## src/rtl/rns_pkg.sv

```systemverilog
// rns_pkg: shared RNS op codes, default channel geometry and vector slicing helper
package rns_pkg;
  localparam logic [1:0] OP_ADD = 2'b00;
  localparam logic [1:0] OP_SUB = 2'b01;
  localparam logic [1:0] OP_MUL = 2'b10;
  localparam logic [1:0] OP_RSV = 2'b11;
  localparam int RNS_CH_NUM = 3;
  localparam int RNS_RES_W  = 7;
  // channel k of a packed residue vector lives at bits [ch_lsb(k, res_w) +: res_w]
  function automatic int ch_lsb(input int k, input int res_w);
    return k * res_w;
  endfunction
endpackage

```

## src/rtl/rns_sync_fifo.sv

```systemverilog
// rns_sync_fifo: generic width/depth FIFO with occupancy count, sync flush, async active-low reset
// Ports: clk, rst_n; i_flush clears pointers/count; i_push writes i_data; i_pop advances the read side;
//        o_data is the head entry (zero when empty); o_count is the occupancy.
// The caller qualifies i_push/i_pop with its own full/empty handshakes. DEPTH must be a power of 2.
module rns_sync_fifo #(
  parameter int W     = 8,
  parameter int DEPTH = 2
) (
  input  logic                     clk,
  input  logic                     rst_n,
  input  logic                     i_flush,
  input  logic                     i_push,
  input  logic [W-1:0]             i_data,
  input  logic                     i_pop,
  output logic [W-1:0]             o_data,
  output logic [$clog2(DEPTH):0]   o_count
);
  localparam int AW = $clog2(DEPTH);
  logic [W-1:0]  r_mem [DEPTH];
  logic [AW-1:0] r_wptr, r_rptr;
  logic [AW:0]   r_count;
  always_ff @(posedge clk or negedge rst_n)
    if (!rst_n) begin
      r_wptr  <= '0;
      r_rptr  <= '0;
      r_count <= '0;
    end else if (i_flush) begin
      r_wptr  <= '0;
      r_rptr  <= '0;
      r_count <= '0;
    end else begin
      if (i_push) r_wptr <= r_wptr + AW'(1);
      if (i_pop) r_rptr <= r_rptr + AW'(1);
      r_count <= r_count + (AW+1)'(i_push) - (AW+1)'(i_pop);
    end
  always_ff @(posedge clk)
    if (i_push && !i_flush) r_mem[r_wptr] <= i_data;
  // zero head when empty so the output reads all-zero out of reset and after flush
  assign o_data  = r_count != '0 ? r_mem[r_rptr] : '0;
  assign o_count = r_count;
endmodule

```

## src/rtl/rns_result_fifo_sel.sv

```systemverilog
// rns_result_fifo_sel: selects add/sub/mul RNS residue vector by op code, flags reserved op, buffers in a FIFO
// Ports: clk, rst_n (async active-low); in_valid/in_ready, op_sel, add_res/sub_res/mul_res (input side);
//        flush (sync clear); out_valid/out_ready, out_res, out_err (output side).
// Optional: define RNS_ERR_CNT_EN to add err_cnt[15:0], a saturating count of reserved-op pushes.
module rns_result_fifo_sel
  import rns_pkg::*;
#(
  parameter int CH_NUM = RNS_CH_NUM,
  parameter int RES_W  = RNS_RES_W,
  parameter int DEPTH  = 2
) (
  input  logic                    clk,
  input  logic                    rst_n,
  input  logic                    in_valid,
  output logic                    in_ready,
  input  logic [1:0]              op_sel,
  input  logic [CH_NUM*RES_W-1:0] add_res,
  input  logic [CH_NUM*RES_W-1:0] sub_res,
  input  logic [CH_NUM*RES_W-1:0] mul_res,
  input  logic                    flush,
  output logic                    out_valid,
  input  logic                    out_ready,
  output logic [CH_NUM*RES_W-1:0] out_res,
  output logic                    out_err
`ifdef RNS_ERR_CNT_EN
  ,
  output logic [15:0]             err_cnt
`endif
);
  localparam int VW = CH_NUM * RES_W;
  localparam int CW = $clog2(DEPTH) + 1;
  logic [VW-1:0] w_sel;
  logic          w_err, w_push, w_pop;
  logic [CW-1:0] w_count;
  logic [VW:0]   w_rd;
  // whole-vector select applies the same choice to every channel
  always_comb begin
    w_sel = op_sel == OP_ADD ? add_res :
            op_sel == OP_SUB ? sub_res :
            op_sel == OP_MUL ? mul_res : '0;
    w_err = op_sel == OP_RSV;
  end
  assign in_ready  = w_count != CW'(DEPTH);
  assign out_valid = w_count != '0;
  assign w_push    = in_valid && in_ready;
  assign w_pop     = out_valid && out_ready;
  assign {out_err, out_res} = w_rd;
  rns_sync_fifo #(.W(VW + 1), .DEPTH(DEPTH)) u_fifo (
    .clk     (clk),
    .rst_n   (rst_n),
    .i_flush (flush),
    .i_push  (w_push),
    .i_data  ({w_err, w_sel}),
    .i_pop   (w_pop),
    .o_data  (w_rd),
    .o_count (w_count)
  );
`ifdef RNS_ERR_CNT_EN
  logic [15:0] r_err_cnt;
  always_ff @(posedge clk or negedge rst_n)
    if (!rst_n) r_err_cnt <= '0;
    else if (flush) r_err_cnt <= '0;
    else if (w_push && w_err && r_err_cnt != 16'hFFFF) r_err_cnt <= r_err_cnt + 16'd1;
  assign err_cnt = r_err_cnt;
`endif
endmodule

```

## config.mk

```make
export PLATFORM = sky130hd
export DESIGN_NAME = rns_result_fifo_sel
export DESIGN_NICKNAME = d
export VERILOG_FILES = /design/src/rtl/rns_pkg.sv /design/src/rtl/rns_sync_fifo.sv /design/src/rtl/rns_result_fifo_sel.sv
export SDC_FILE = /design/constraint.sdc
export NUM_CORES = 1
export LEC_CHECK = 0
export BUFFER_PORTS_ARGS = -buffer_cell sky130_fd_sc_hd__buf_2
export CORE_MARGIN = 1.5
export CORE_UTILIZATION = 52
export CTS_CLUSTER_DIAMETER = 100
export CTS_CLUSTER_SIZE = 10
export DETAILED_ROUTE_END_ITERATION = 10
export GPL_TIMING_DRIVEN = 0
export HOLD_SLACK_MARGIN = 0.08
export PLACE_DENSITY = 0.83
export SLEW_MARGIN = 30
export SYNTH_ARGS = -nofsm -noshare
export SYNTH_HDL_FRONTEND = slang
export SYNTH_SLANG_ARGS = --single-unit
```

## constraint.sdc

```tcl
create_clock -name clk -period 5.3 [get_ports clk]
set_input_delay 1.06 -clock clk [delete_from_list [all_inputs] [get_ports clk]]
set_output_delay 1.06 -clock clk [all_outputs]
set_load 0.05 [all_outputs]
```

After elaboration in Yosys (flattened, before gate mapping) --
Memories as Yosys holds them, arrays and structs flattened. Index checks and enable logic that the tools add are counted.
Word-level totals: register bits 4, RAM bits 44, bits of input ports 70, output and inout bits 24, logic and storage cells 31, memories 1
Memory list:
- u_fifo.r_mem | depth 2, bits a word 22, read ports 1, clocked after Yosys merged registers in 0, write ports 1, line rns_sync_fifo.sv:19 | logic [W-1:0] r_mem [DEPTH];
Cells by class: $add $sub $neg 4, eq/ne operators 4, multiplexer cells 11, reduce and logical (&&, ||, !) cells 8
Operators with widths (count):
- $mux W21 | 3
- $mux W22 | 1
- $mux W1 | 6
- $reduce_bool A2 Y1 | 3
- $eq A2 B2 Y1 const B | 2
- $logic_and A1 B1 Y1 | 3
- $add A1 B1 Y1 const B | 2
- $add A2 B1 Y2 | 1
- $eq A2 B1 Y1 const B | 1
- $logic_not A2 Y1 | 1
- $mux W2 | 1
- $ne A2 B2 Y1 const B | 1
- $sub A2 B1 Y2 | 1
- $logic_not A1 Y1 | 1

Longest topological paths before layout --
Gate-level depths: netlist (run 1).
depth in word-level cells 5, gate-level depth with buffers 8, depth with buffers taken out 8

Modules after synthesis --
A second synthesis (run 1) with hierarchy kept.
Second synthesis, totals: cell total of the unflattened synthesis 166, area total of the unflattened synthesis 2419.8 um^2
Modules (own cells, without submodules):
- rns_sync_fifo | instances 1, cells an instance 111, area each 1898.1 um^2, seq. area each 1421.4 um^2
- rns_result_fifo_sel | instances 1, cells an instance 55, area each 521.8 um^2, seq. area each 0.0 um^2

Worst setup path after synthesis (run 1) --
OpenSTA, ideal clock, no wires.
path type in2reg, start point input port in_valid, end point memory u_fifo.r_mem[1][0] (netlist bit), enable pin, data arrival time 2.810 ns, required time 4.867 ns, path slack 2.057 ns, cell stages on the path 2, buffers on the path 0, path through nand2_4 > nor3b_1
On the way: cells in the longest elaborated chain, start to end 4
RTL lines:
- start: declaration | line rns_result_fifo_sel.sv:14 | input logic in_valid,
- $logic_and A1 B1 Y1 | line rns_result_fifo_sel.sv:45 | assign w_push = in_valid && in_ready;
- $logic_and A1 B1 Y1 | line rns_sync_fifo.sv:37 | if (i_push && !i_flush) r_mem[r_wptr] <= i_data;
- $mux W1 | line rns_sync_fifo.sv:37
- $mux W1 (implied by the code) | line rns_sync_fifo.sv:37
- end: declaration | line rns_sync_fifo.sv:19
No other way between the ends.

Worst setup path in the final report (run 1) --
start point register u_fifo.r_rptr, end point output port out_res[8]
On the way: cells in the longest elaborated chain, start to end 2
RTL lines:
- start: declaration | line rns_sync_fifo.sv:20 | logic [AW-1:0] r_wptr, r_rptr;
- start signal: assignment | line rns_sync_fifo.sv:33 | if (i_pop) r_rptr <= r_rptr + AW'(1);
- $mem_v2 Z2 W22
- $mux W22 | line rns_sync_fifo.sv:39 | assign o_data = r_count != '0 ? r_mem[r_rptr] : '0;
- end: declaration | line rns_result_fifo_sel.sv:23 | output logic [CH_NUM*RES_W-1:0] out_res,
No other way between the ends.

==> summary.txt, run 1 <==
Worst setup path
  – CP peak stage delay: between 300 and 400 ps
  – Reg2Reg Launch Point: u_fifo.o_count[0]
  – R2r setup slk: about 3300 ps
  – Path depth of the worst reg2reg path: 5
  – FF-to-FF End: u_fifo.r_mem[1][14]
  – Crit path max-delay cell type: dfrtp_1
  – CP bufs+invs: 3
  – Worst EP required: between 4000 and 5000 ps
  – Worst setup SP type: flop
  – CP endpoint kind: primary output
  – Worst setup endpoint: out_res[8]
  – Cell family with most CP delay: buffers and inverters
  – Critical Path AT: 1490 ps
  – Stages on worst setup path: 5
  – Crit Path Max Fanout: 10
  – Crit. Startpoint: u_fifo.r_rptr
  – Worst setup path class: flop to primary output
  – Crit path cell chain: buf_4 > buf_6 > mux2i_1 > nor2_1 > buf_2

Place
  – Post-DP Area: roughly 3000 sq um
  – Hpwl dp: between 3000 and 4000 um
  – Placed cells: about 340
  – Port buffer count: slightly above 90
  – Pre-CTS setup slack: roughly 2700 ps
  – GP Congestion: 0.738

Cells and area
  – Final Util: 0.699
  – Final nets: ~370
  – Ratio of cells with drive above 1 in the final layout: 0.410
  – Post-route cell area: about 3100 sq um
  – Antenna Cells: 0
  – Layout Cells excl Fill: 347
  – Syn-to-layout area delta: 28.3%

Clock network
  – CTS Buf Count: 5
  – Setup bufs post-CTS: 0
  – Clock Tree Root: clkbuf_8
  – Worst-Skew Late Latency: about 290 ps
  – Clk slew on worst S/H paths: about 80 ps
  – Clock buffer depth: 2
  – Hold-fix buffer count after cts: 0
  – CTS sink cnt: 48
  – H-Tree Depth: 2
  – TritonCTS clock tree: yes
  – Post-cts resize count: 0

Timing
  – RSZ-0062 raised after global routing: false
  – # setup viols final: 0
  – Worst Tran Pin Value: 729 ps
  – Max-slew headroom: 0.512
  – Slew Viols, Final: 0
  – Setup tns final: 0 ps
  – Post-layout min period: about 2500 ps
  – Crit share post-route: 0.480
  – Worst hold margin: between 500 and 600 ps
  – Fin. Hold Viols: 0
  – Clk_skew: approximately 3.7 ps
  – F_max: 0.393 GHz
  – Post-layout worst setup margin: about 2800 ps

Floorplanning
  – Num rows: 24
  – Initial Util: 0.545
  – Core box area: between 4000 and 5000 sq um
  – Die Area: roughly 5000 sq um
  – Die W: 70.8 um
  – Die Ht: approximately 70 um
  – Number of I/O pins: 94

Route
  – Post-Route WL: 5020 um
  – Drt first-iter violations: around 130
  – Pre-Repair DR Iteration Count: 4
  – WL per Instance: between 10 and 15 um
  – Post-route ant nets: 0
  – # DRC: 0
  – Vias per inst: 5.12
  – Vias: 1,776

Global route
  – First-pass GRT wire length: between 8000 and 9000 um
  – Initial antenna violation count: 0
  – Largest net degree at the start of global routing: 15
  – Tot GR Track Use: 0.213
  – Remaining Overflow, GRT: 0
  – Number of global-route vias before repair: about 1.7k

Power and ir drop
  – Static Leak: between 1 and 1.5 nW
  – Clock Power Share: 0.164
  – Tot Pwr: between 1 and 1.5 mW
  – P_int: 0.785 mW
  – Gate power share: 0.497
  – Power Dens Cells: roughly 460 nW/um^2
  – Worst VDD drop: ~260 uV
  – Switch share: 0.447
  – Sequential power share: 0.339
  – Sw Pwr: 0.636 mW

Synth
  – Post-synth net total: 262
  – Mapped Cells: 190
  – Seq cells post-synth: 48
  – Mapped Area: 2390 sq um
  – Most used DFF post-synth: edfxtp_1
  – Synth top area share: 0.553
  – Post-synth EDFFs: 44
  – Synth async-reset ratio: 0.0833
  – Mean Syn Cell Area: 12.6 sq um
  – Synth area leader: edfxtp_1
  – Dominant cells by area after synthesis: edfxtp_1 55%, mux2i_1 18%, dfrtp_1 4.2%
  – Seq/Total Area, Yosys: 0.595
  – Netlist cell types: 24
  – Ys Warns: 0

Outcome
  – Status: completed

Flow run
  – Max cap viols: 0

Min path
  – Worst min path class: input pin to async pin
## layer usage
layer,vias up,wire length [um],GRT usage
li1,883,-,-
met1,829,2100,0.266
met2,62,2620,0.376
met3,2,287,0.0541
met4,0,21,0.0440
met5,-,0,0
## layout make-up
class	count	area [sq um]
plain buffers	12	104
clock buffers	8	100
fillers	331	1320
inverters	3	11.3
multi-input cells	127	863
flip-flops and latches	48	1420
well taps	52	65.1
repair buffers	97	502
## synthesized netlist by cell type, drive strengths merged, types with 3 or more instances
| library cell | number |
|---|---|
| buf | 10 |
| dfrtp | 4 |
| edfxtp | 44 |
| inv | 3 |
| mux2i | 43 |
| nand2 | 22 |
| nor2 | 26 |
| nor2b | 3 |
| o21ai | 22 |
## state kept, by name (all words and copies together) (netlist names)
| name | count |
|---|---|
| u_fifo.r_mem | 44 |
| u_fifo.o_count | 2 |
| u_fifo.r_rptr | 1 |
| u_fifo.r_wptr | 1 |
## cells in the final DEF (no fill, tap or decap), drive strengths merged, types with 3 or more instances in the layout
cell / n
buf: 107
clkbuf: 10
dfrtp: 4
edfxtp: 44
inv: 3
mux2i: 43
nand2: 22
nor2: 26
nor2b: 3
o21ai: 22
## power by group through the flow
stage	Sequential, mW	Combinational (mW)	Clock, mW
after floorplan	0.488	0.537	0
after global placement	0.491	0.692	0
after detailed placement	0.491	0.712	0
after CTS	0.482	0.715	0.236
after global routing	0.487	0.756	0.255
final	0.482	0.707	0.233
## logic make-up after synthesis
kind of cell / after synthesis / share of synthesized area
xor+xnor: 2 / 0.00733
simple gates: 57 / 0.107
buf+inv: 15 / 0.0482
compound gates: 22 / 0.0461
flops: 48 / 0.595
mux: 44 / 0.186
fa+ha+maj: 2 / 0.0105
## worst min path at each step
stage                      startpoint                 end  slack, ps  cells past startpoint
floorplan           u_fifo.o_count[1]   u_fifo.o_count[1]        600                      2
detailed placement      u_fifo.r_wptr  u_fifo.r_mem[0][7]        630                      1
global placement    u_fifo.o_count[1]   u_fifo.o_count[1]        620                      2
global route                    rst_n   u_fifo.o_count[0]        540                      1
CTS                             rst_n   u_fifo.o_count[1]        550                      1
finish                          rst_n   u_fifo.o_count[0]        550                      1
(Power assumes the default switching activity.)
==> inputs of run 2 (changes only) <==
--- a/config.mk
+++ b/config.mk
@@ -5,15 +5,16 @@
 export SDC_FILE = /design/constraint.sdc
 export NUM_CORES = 1
 export LEC_CHECK = 0
+export ABC_AREA = 1
 export BUFFER_PORTS_ARGS = -buffer_cell sky130_fd_sc_hd__buf_2
 export CORE_MARGIN = 1.5
-export CORE_UTILIZATION = 52
+export CORE_UTILIZATION = 48
 export CTS_CLUSTER_DIAMETER = 100
 export CTS_CLUSTER_SIZE = 10
 export DETAILED_ROUTE_END_ITERATION = 10
 export GPL_TIMING_DRIVEN = 0
 export HOLD_SLACK_MARGIN = 0.08
-export PLACE_DENSITY = 0.83
+export PLACE_DENSITY = 0.78
 export SLEW_MARGIN = 30
 export SYNTH_ARGS = -nofsm -noshare
 export SYNTH_HDL_FRONTEND = slang
==> constraint.sdc (replaced) <==
create_clock -name clk -period 2.6 [get_ports clk]
set_input_delay 0.52 -clock clk [delete_from_list [all_inputs] [get_ports clk]]
set_output_delay 0.52 -clock clk [all_outputs]
set_load 0.05 [all_outputs]
==> summary.txt, run 2 <==
Global route
  – First-pass GRT wire length: 8590 um (was 8150 um)
  – Largest net degree at the start of global routing: 23 (was 15)
  – Tot GR Track Use: 0.216 (was 0.213)
  – Number of global-route vias before repair: 1,919 (was 1,734)
  – Remaining Overflow, GRT: 0 (unchanged)
  – Initial antenna violation count: 0 (unchanged)

Worst setup path
  – Worst setup path class: flop to primary output (unchanged)
  – CP endpoint kind: primary output (unchanged)
  – Worst setup endpoint: out_res[5] (was out_res[8])
  – R2r setup slk: 770 ps (was 3310 ps)
  – Worst setup SP type: flop (unchanged)
  – Crit Path Max Fanout: 10 (unchanged)
  – FF-to-FF End: u_fifo.r_mem[1][2] (was u_fifo.r_mem[1][14])
  – Critical Path AT: 1600 ps (was 1490 ps)
  – Path depth of the worst reg2reg path: 5 (unchanged)
  – Worst EP required: 2080 ps (was 4240 ps)
  – Reg2Reg Launch Point: u_fifo.o_count[0] (unchanged)
  – Crit. Startpoint: u_fifo.r_rptr (unchanged)

Timing
  – Post-layout min period: between 2000 and 2500 ps
  – Max-slew headroom: 0.559 (was 0.512)
  – Crit share post-route: 0.817
  – RSZ-0062 raised after global routing: false (unchanged)
  – Post-layout worst setup margin: 476 ps (was 2750 ps)
  – # setup viols final: 0 (unchanged)
  – Fin. Hold Viols: 0 (unchanged)
  – Slew Viols, Final: 0 (unchanged)
  – F_max: around 0.47 GHz
  – Clk_skew: 6.45 ps (was 3.75 ps)
  – Worst Tran Pin Value: 660 ps (was 729 ps)

Clock network
  – CTS Buf Count: 5 (unchanged)
  – Clk slew on worst S/H paths: 80 ps (about the same)
  – H-Tree Depth: 2 (unchanged)
  – Clock Tree Root: clkbuf_8 (unchanged)
  – CTS sink cnt: 48 (unchanged)
  – Setup bufs post-CTS: 0 (unchanged)
  – TritonCTS clock tree: yes (unchanged)
  – Clock buffer depth: 2 (unchanged)
  – Worst-Skew Late Latency: 300 ps (was 290 ps)

Floorplanning
  – Number of I/O pins: 94 (unchanged)
  – Initial Util: 0.495 (was 0.545)
  – Num rows: 25 (was 24)
  – Die Ht: 72.5 um (was 70.8 um)
  – Core box area: 4690 sq um (was 4380 sq um)
  – Die Area: 5260 sq um (was 5010 sq um)
  – Die W: 72.5 um (was 70.8 um)

Place
  – Hpwl dp: 4010 um (was 3800 um)
  – GP Congestion: 0.796 (was 0.738)
  – Post-DP Area: 2880 sq um (was 2970 sq um)
  – Pre-CTS setup slack: 693 ps (was 2700 ps)
  – Port buffer count: 93 (was 92)

Min path
  – Worst hold path depth: 2
  – Worst min path class: input pin to flop (was input pin to async pin)

Synth
  – Seq/Total Area, Yosys: 0.612 (was 0.595)
  – Seq cells post-synth: 48 (unchanged)
  – Synth top cells by count: 117 x nand2_1, 44 x edfxtp_1, 23 x a21oi_1, 23 x nand3_1, 11 x inv_1 (was 44 x edfxtp_1, 43 x mux2i_1, 25 x nor2_1, 21 x nand2_1, 19 x o21ai_1)
  – Dominant cells by area after synthesis: edfxtp_1 57%, nand2_1 19%, a21oi_1 5.0% (was edfxtp_1 55%, mux2i_1 18%, dfrtp_1 4.2%)
  – Netlist cell types: 15 (was 24)
  – Mapped Cells: 251 (was 190)
  – Synth async-reset ratio: 0.0833 (unchanged)
  – Cell with the most instances after synthesis: nand2_1 (was edfxtp_1)
  – Mapped Area: 2320 sq um (was 2390 sq um)
  – Ys Warns: 0 (unchanged)
  – Synth area leader: edfxtp_1 (unchanged)
  – Mean Syn Cell Area: 9.25 sq um (was 12.6 sq um)
  – Most used DFF post-synth: edfxtp_1 (unchanged)
  – Post-synth net total: 323 (was 262)
  – Synth top area share: 0.569 (was 0.553)
  – Post-synth EDFFs: 44 (unchanged)

Cells and area
  – Biggest register: u_fifo.r_mem (unchanged)
  – Final Util: 0.638 (was 0.699)
  – Most frequent cells in the layout: 117 x nand2_1, 99 x buf_2, 44 x edfxtp_1, 23 x a21oi_1, 23 x nand3_1 (was 94 x buf_2, 44 x edfxtp_1, 43 x mux2i_1, 25 x nor2_1, 21 x nand2_1)
  – Post-route cell area: 2990 sq um (was 3070 sq um)
  – Most common cell after layout, fill and taps aside: nand2_1 (was buf_2)
  – Syn-to-layout area delta: 28.9% (was 28.3%)
  – Antenna Cells: 0 (unchanged)
  – Final nets: 425 (was 366)
  – Largest register FFs: 44 (unchanged)
  – Ratio of cells with drive above 1 in the final layout: 0.338 (was 0.410)

Route
  – Post-route ant nets: 0 (unchanged)
  – WL per Instance: 13.4 um (was 14.5 um)
  – Post-Route WL: 5450 um (was 5020 um)
  – Drt first-iter violations: 127 (was 134)
  – Vias per inst: 4.96 (was 5.12)
  – Vias: 2,012 (was 1,776)
  – # DRC: 0 (unchanged)
  – Pre-Repair DR Iteration Count: 4 (unchanged)

Outcome
  – Status: completed (unchanged)

Power and ir drop
  – Power Dens Cells: 969 nW/um^2 (was 464 nW/um^2)
  – Worst VDD drop: 457 uV (was 263 uV)
  – Tot Pwr: 2.90 mW (was 1.42 mW)
  – Static Leak: 1.40 nW (was 1.36 nW)

Flow run
  – Max cap viols: 0 (unchanged)
[run 2: cell count changes in the layout (fill, tap and decap cells not counted), sizes merged, moves of 3 or more]
| cell | previous run | this run |
|---|---|---|
| nor2 | 26 | 11 |
| clkbuf | 10 | 5 |
| nand2 | 22 | 117 |
| a21oi | 0 | 23 |
| o21ai | 22 | 1 |
| nand3 | 0 | 23 |
| mux2i | 43 | 0 |
| inv | 3 | 12 |
| nor2b | 3 | 0 |
[run 2: repair_timing]
| item | in CTS | in global routing |
|---|---|---|
| hold buffers | 1 | 0 |
| hold endpoints to repair | 4 | 0 |
| endpoints found under the setup margin | 0 | 0 |
| gates resized for setup | 0 | 0 |
[run 2: logic make-up (layout without fill, tap and decap cells)]
| group | after synthesis | after routing | share of synthesized area |
|---|---|---|---|
| DFF | 48 | 48 | 0.612 |
| buffers and inverters | 25 | 126 | 0.0631 |
| adders and majority gates | 2 | 2 | 0.0108 |
| and+or+nand+nor | 152 | 152 | 0.262 |
| AOI/OAI and AO/OA | 24 | 24 | 0.0517 |
[run 2: worst min-delay path by stage]
stage                from                end  slack (ps)
global placement    rst_n  u_fifo.o_count[1]         330
CTS                 flush  u_fifo.o_count[0]         430
finish              flush  u_fifo.o_count[0]         450
floorplan           rst_n  u_fifo.o_count[0]         220
global route        flush  u_fifo.o_count[0]         440
detailed placement  rst_n  u_fifo.o_count[1]         330
[run 2: power by group]
| part | internal (mW) | switching [mW] |
|---|---|---|
| Sequential | 0.944 | 0.0317 |
| Clock | 0.276 | 0.230 |
| Combinational | 0.336 | 1.08 |
[run 2: metal layers]
layer / share of wire / up-vias / global-route usage
met3: 0.072 / 15 / 0.0444
li1: - / 1026 / -
met2: 0.52 / 82 / 0.365
met4: 0.024 / 0 / 0.0839
met1: 0.39 / 889 / 0.273
met5: 0 / - / 0
[run 2: stage by stage]
step	setup TNS, ps	std cells	hold WS [ps]
floorplan	0	251	224
global placement	-1400	398	331
detailed placement	0	399	332
CTS	0	406	434
global route	0	406	439
finish	0	406	445
[run 2: cell type report]
cell class | count | area, sq um
Multi-Input combinational cell | 178 | 772
Fill cell | 409 | 1700
Clock buffer | 5 | 68.8
Buffer | 13 | 101
Timing Repair Buffer | 95 | 487
Tap cell | 54 | 67.6
Inverter | 12 | 45.0
Sequential cell | 48 | 1420
Clock inverter | 1 | 30.0
[run 2: worst max-delay path, stage by stage (launching register included)]
cell and delay, ps:
dfrtp_1 380, buf_6 130, inv_1 140, buf_6 160, nand2_1 50, a21oi_1 160
buf_2 290
